==> src/rtl/rv16_mul_issue.sv <==
// rv16_mul_issue: issue stage for an external 32x32 multiplier.
// Requests are queued in a small FIFO and issued one at a time. The result
// is held on the writeback port until it is accepted. A flush pulse empties
// the queue and drains any multiply already in flight without a writeback.
//
// Handshakes: a transfer happens on the rising edge where valid && ready are
// both high. A producer holds valid and payload stable until that edge.
// req_ready may be read combinationally. wb_valid/wb_rd/wb_data are registered
// and are held until wb_ready is seen.
module rv16_mul_issue #(
    parameter int QDEPTH = 2
) (
    input  logic                          clk,
    input  logic                          rst_n,
    input  logic                          req_valid,
    output logic                          req_ready,
    input  logic [4:0]                    req_rd,
    input  logic [31:0]                   req_a,
    input  logic [31:0]                   req_b,
    input  logic                          flush,
    output logic                          mul_start,
    output logic [31:0]                   mul_op_a,
    output logic [31:0]                   mul_op_b,
    input  logic                          mul_busy,
    input  logic                          mul_done,
    input  logic [31:0]                   mul_result,
    output logic                          wb_valid,
    input  logic                          wb_ready,
    output logic [4:0]                    wb_rd,
    output logic [31:0]                   wb_data,
    output logic [1:0]                    fsm_state,
    output logic [$clog2(QDEPTH+1)-1:0]   occupancy
);

    localparam int AW = $clog2(QDEPTH);
    localparam int CW = $clog2(QDEPTH + 1);

    typedef enum logic [1:0] {
        IDLE  = 2'd0,
        WAIT  = 2'd1,
        WB    = 2'd2,
        DRAIN = 2'd3
    } state_t;

    state_t          state;
    logic [4:0]      q_rd [QDEPTH];
    logic [31:0]     q_a  [QDEPTH];
    logic [31:0]     q_b  [QDEPTH];
    logic [AW-1:0]   wr_ptr;
    logic [AW-1:0]   rd_ptr;
    logic [CW-1:0]   count;
    logic [4:0]      flight_rd;
    logic            push;
    logic            pop;
    logic            can_issue;

    // Space is reported only when not flushing, so a flush edge never pushes.
    assign req_ready = (count < CW'(QDEPTH)) && !flush;
    assign push      = req_valid && req_ready;

    // Issue is allowed from IDLE, or from WB in the cycle its result leaves.
    assign can_issue = (count != '0) && !mul_busy && !flush;
    assign pop       = can_issue && ((state == IDLE) || ((state == WB) && wb_ready));

    assign fsm_state = state;
    assign occupancy = count;

    // Queue payload storage, written on every accepted push.
    always_ff @(posedge clk) begin
        if (push) begin
            q_rd[wr_ptr] <= req_rd;
            q_a[wr_ptr]  <= req_a;
            q_b[wr_ptr]  <= req_b;
        end
    end

    // Queue pointers and occupancy; flush empties the queue outright.
    always_ff @(posedge clk or negedge rst_n) begin
        if (!rst_n) begin
            wr_ptr <= '0;
            rd_ptr <= '0;
            count  <= '0;
        end else if (flush) begin
            wr_ptr <= '0;
            rd_ptr <= '0;
            count  <= '0;
        end else begin
            if (push) wr_ptr <= wr_ptr + AW'(1);
            if (pop)  rd_ptr <= rd_ptr + AW'(1);
            count <= count + CW'(push) - CW'(pop);
        end
    end

    // Issue/writeback sequencer with registered multiplier and writeback outputs.
    always_ff @(posedge clk or negedge rst_n) begin
        if (!rst_n) begin
            state     <= IDLE;
            mul_start <= 1'b0;
            mul_op_a  <= '0;
            mul_op_b  <= '0;
            flight_rd <= '0;
            wb_valid  <= 1'b0;
            wb_rd     <= '0;
            wb_data   <= '0;
        end else begin
            mul_start <= 1'b0;
            if (pop) begin
                mul_start <= 1'b1;
                mul_op_a  <= q_a[rd_ptr];
                mul_op_b  <= q_b[rd_ptr];
                flight_rd <= q_rd[rd_ptr];
            end
            case (state)
                IDLE: begin
                    if (pop) state <= WAIT;
                end
                WAIT: begin
                    // mul_done is ignored in the start cycle: it cannot belong to this op.
                    if (flush) begin
                        // A done arriving with the flush already retires the op.
                        state <= (mul_done && !mul_start) ? IDLE : DRAIN;
                    end else if (mul_done && !mul_start) begin
                        wb_valid <= 1'b1;
                        wb_rd    <= flight_rd;
                        wb_data  <= mul_result;
                        state    <= WB;
                    end
                end
                WB: begin
                    if (flush) begin
                        wb_valid <= 1'b0;
                        state    <= IDLE;
                    end else if (wb_ready) begin
                        wb_valid <= 1'b0;
                        state    <= pop ? WAIT : IDLE;
                    end
                end
                DRAIN: begin
                    if (mul_done) state <= IDLE;
                end
                default: state <= IDLE;
            endcase
        end
    end

endmodule

==> config.mk <==
export PLATFORM = sky130hd
export DESIGN_NAME = rv16_mul_issue
export DESIGN_NICKNAME = d
export VERILOG_FILES = /design/src/rtl/rv16_mul_issue.sv
export SDC_FILE = /design/constraint.sdc
export NUM_CORES = 1
export LEC_CHECK = 0
export ABC_AREA = 1
export BUFFER_PORTS_ARGS = -buffer_cell sky130_fd_sc_hd__buf_2
export CAP_MARGIN = 30
export CORE_UTILIZATION = 54
export DETAILED_ROUTE_END_ITERATION = 8
export PLACE_DENSITY_LB_ADDON = 0.08
export SYNTH_ARGS = -nofsm -noshare
export SYNTH_HDL_FRONTEND = slang
export SYNTH_SLANG_ARGS = --single-unit
==> constraint.sdc <==
create_clock -name clk -period 5.3 [get_ports clk]
set_input_delay 1.06 -clock clk [delete_from_list [all_inputs] [get_ports clk]]
set_output_delay 1.06 -clock clk [all_outputs]
set_load 0.005 [all_outputs]
# == Word level (Yosys, flattened, before mapping) ==
# Memory sizes are Yosys's and may differ from the RTL's. A register that Yosys moved wholly into a read port is not among the register bits.
# Index checks and enable logic that the tools add are counted.
# classes
n_addsub,4
order_cmp,1
eq_ne,9
n_mux,22
n_bitwise,1
n_reduce_logical,22
# op_table
cell,n
$mux 2,8
$mux 1,12
$ne 2x2->1 const B,4
$pmux 2 s4,1
$reduce_and 4->1,2
$reduce_bool 2->1,4
$logic_and 1x1->1,7
$logic_not 1->1,6
$ne 3x3->1 const B,2
$eq 2x2->1 const B,2
$reduce_and 3->1,1
$add 1x1->1 const B,2
$add 2x1->2,1
$eq 2x1->1 const B,1
$logic_not 2->1,1
$lt 2x2->1 const B,1
$pmux 1 s2,1
$sub 2x1->2,1
$logic_or 1x1->1,1
$not 1->1,1
# word_totals
regBits,45
mem_bits_rw,138
input_bits,108
memories,3
# memory_table
memory,depth,word_bits,rd,rd_ports_with_merged_regs,wr,line,rtl
q_a,2,32,1,1,1,47,logic [31:0] q_a [QDEPTH];
q_b,2,32,1,1,1,48,logic [31:0] q_b [QDEPTH];
q_rd,2,5,1,1,1,46,logic [4:0] q_rd [QDEPTH];

# == Logic depth before layout (Yosys ltp) ==
# logic_depth
word_depth,8
depth_mapped,11

# == Worst setup path before layout ==
# Ideal clock, no wire load.
# synth_timing
path_type,in2reg
startpoint,in flush
endpoint,"mem q_a[0][0], enable pin"
setup_time_ps,497
t_arrival_ps,4239
required_time_ps,4803
setup_slack_ps,564
stages,3
path_cell_list,nor2_1 > nand2_1 > nor2_1
# synth_between
elab_chain_len,5
# synth_lines
element,line,rtl
"start, declared",20,"input logic flush,"
$logic_not 1->1,58,assign req_ready = (count < CW'(QDEPTH)) && !flush;
$logic_and 1x1->1,58,
$logic_and 1x1->1,59,assign push = req_valid && req_ready;
$mux 1,70,if (push) begin
$mux 1 (not written as such),72,q_a[wr_ptr] <= req_a;
"end, declared",47,
# No other way between the ends.

# == Worst setup path in the final report ==
# layout_timing
startpoint,in flush
endpoint,out req_ready
# layout_between
elab_chain_len,2
# layout_lines
element,line,rtl
$logic_not 1->1,58,
$logic_and 1x1->1,58,
"end, declared",16,"output logic req_ready,"
# No other way between the ends.

==> results.md <==
- Worst hold path class: reg2reg
- Setup violators final: 0
- Clock Pin Slew Worst Setup and Hold Paths: 60 ps
- H-tree levels: 1
- Die H: 135 µm
- Critical Setup Path Class: in2out
- Slowest CP cell: nor2_1
- DP HPWL: 12100 µm
- Startpoint Class: input port
- FMAX: 391 MHz
- Critical Path Sink Type: primary output
- PD cells: 513 mW/mm²
- Vias/cell: 5.01
- MaxCap Viol Count: 0
- CP arrival: 1500 ps
- Vias: 6027
- Clock Sinks: 252
- RSZ-0062 raised after global routing: no
- Post-synth top area share: 43.6%
- Outcome: complete, no violations
- Top-count cell post-synth: nand2_1
- Worst-path cell chain: buf_2 > nor2_1 > buf_2
- Global-route wire length before repair: 30100 µm
- Pin count of the biggest net entering global routing: 76
- Synth Instances: 740
- CP startpoint: flush
- Mean post-synth cell area: 12.8 µm²
- Initial antenna violation count: 2
- Core Area: 0.0172 mm²
- Routed WL per cell: 16.1 µm
- # Post-CTS Setup Buffers: 0
- Initial DRC count: 265
- Pleak: 5.43 nW
- Top Ports: 216
- Reg2Reg Depth: 4
- Routed Antenna Nets: 0
- Synth area leaders: edfxtp_1 44%, dfrtp_1 30%, nand2_1 10%, mux2_2 7.6%, inv_1 2.1%
- Final min period: 2560 ps
- Row cnt: 48
- Predominant post-synthesis flop cell: edfxtp_1
- # hold bufs at CTS: 0
- Worst r2r dst: q_a[1][12]$_DFFE_PP_
- Synth cell count leaders: 254 x nand2_1, 138 x edfxtp_1, 114 x dfrtp_1
- Top cell type by total area after synthesis: edfxtp_1
- Die Width: 135 µm
- Worst reg2reg startpoint: occupancy[1]$_DFF_PN0_
- Asr flop ratio synth: 45.2%
- Hold Slack: 474 ps
- Synth unique cells: 22
- VDD IR-drop max: 0.000303 V
- Final Cycle Share: 48.2%
- Worst-case clock skew: 14.1 ps
- DRT Pass-1 Iters: 4
- Syn-to-layout area delta: 23.0%
- Die footprint: 0.0181 mm²
- Post-synthesis sequential area ratio: 73.6%
- Fin. max-slew vios: 0
- CP max FO: 7
- Starting Density: 55.1%
- R2R Setup Slk: 3180 ps
- Routability Congestion: 0.822
- Layout cell share with drive strength beyond 1: 34.6%
- Final hold vios: 0
- Final core occ: 67.8%
- Vias in the first global route: 6045
- Crit path top cell by count: buf_2
- CTS Buf Count: 25
- Clock root buffer: clkbuf_16
- Total GRT Usage: 21.4%
- Yosys warnings: 0
- CP endpoint: req_ready
- Post-synth EDFFs: 138
- Pin slew with the least headroom to its limit: 985 ps
- Cell Area, Synth: 0.00950 mm²
- Largest stage delay, worst path: 160 ps
- Total grt overflow: 0
- Worst skew pair latency: 510 ps
- Post-Syn Nets: 850
- CP required: 4240 ps
- CTS tree: yes
- Port bufs: 215
- Maximum root-to-sink buffer count: 3
- Synth Register Bits: 252
- Slew margin rel.: 34.3%
- Wirelength, routed: 19400 µm
- DR DRC count: 0
- Setup TNS: 0 ps
- Final net count: 1069
- CTS resizes: 0
worst min path at each step:
| stage | start | to | depth (start not counted) |
|---|---|---|---|
| floorplan | mul_op_a[3]$_DFFE_PN0P_ | mul_op_a[3]$_DFFE_PN0P_ | 2 |
| CTS | mul_op_a[16]$_DFFE_PN0P_ | mul_op_a[16]$_DFFE_PN0P_ | 2 |
| detailed placement | mul_op_a[16]$_DFFE_PN0P_ | mul_op_a[16]$_DFFE_PN0P_ | 2 |
| global route | mul_op_b[18]$_DFFE_PN0P_ | mul_op_b[18]$_DFFE_PN0P_ | 2 |
| finish | mul_op_b[8]$_DFFE_PN0P_ | mul_op_b[8]$_DFFE_PN0P_ | 2 |
| global placement | mul_op_b[8]$_DFFE_PN0P_ | mul_op_b[8]$_DFFE_PN0P_ | 2 |
per-stage QoR:
step	std cells	setup slack (ps)	cell area (µm²)	power (mW)
after floorplan	740	564	9500	3.48
after global placement	1156	2460	10700	4.04
after detailed placement	1157	2390	10800	4.12
after CTS	1202	2760	11700	6.06
after global routing	1202	2740	11700	6.32
final	1204	2740	11700	6.00
critical path: cells and delay by family:
family,cells,cell delay (ps)
buffers and inverters,2,280
and+or+nand+nor,1,160
final cells by class:
type,count,area [µm²]
Clock inverter,12,218
Fill cell,1321,5550
Multi-Input combinational cell,401,2120
Antenna cell,2,5.00
Inverter,56,210
Tap cell,225,282
Timing Repair Buffer,223,1160
Clock buffer,33,696
Sequential cell,252,7000
placed cells by master (no fill, tap or decap), types with 6 or more instances in the layout:
cell type	instances
nor2_1	13
o21ai_1	23
nand2_1	254
inv_1	52
dfrtp_1	113
buf_4	8
mux2_2	64
nand3_1	7
o21ai_0	27
bufinv_16	6
buf_2	214
clkbuf_16	25
edfxtp_1	138
where the power goes:
| part | total [mW] | switching, mW | internal, mW |
|---|---|---|---|
| Clock | 1.92 | 0.706 | 1.21 |
| Sequential | 2.83 | 0.261 | 2.57 |
| Combinational | 1.25 | 0.657 | 0.594 |
routing by layer:
layer,track usage (%),share of wire [%],up-vias
met5,0,0,-
met4,5.93,1.7,0
met3,5.14,7.3,32
met2,37.7,50,195
met1,26.3,41,2916
li1,-,-,2884
cells by family after synthesis:
group / count (synthesis) / synth area share (%)
xor+xnor: 2 / 0.184
mux: 64 / 7.58
fa+ha+maj: 2 / 0.263
compound gates: 51 / 2.69
buf+inv: 87 / 4.30
flops: 252 / 73.6
simple gates: 282 / 11.4
state kept, by name, summed over array words and instances (netlist names):
name and count:
mul_start 1, wb_valid 1, q_b 64, wr_ptr 1, fsm_state 2, mul_op_a 32
flight_rd 5, occupancy 2, q_a 64, rd_ptr 1, wb_data 32, q_rd 10
mul_op_b 32, wb_rd 5
No activity file was read; power rests on OpenSTA's default activity.
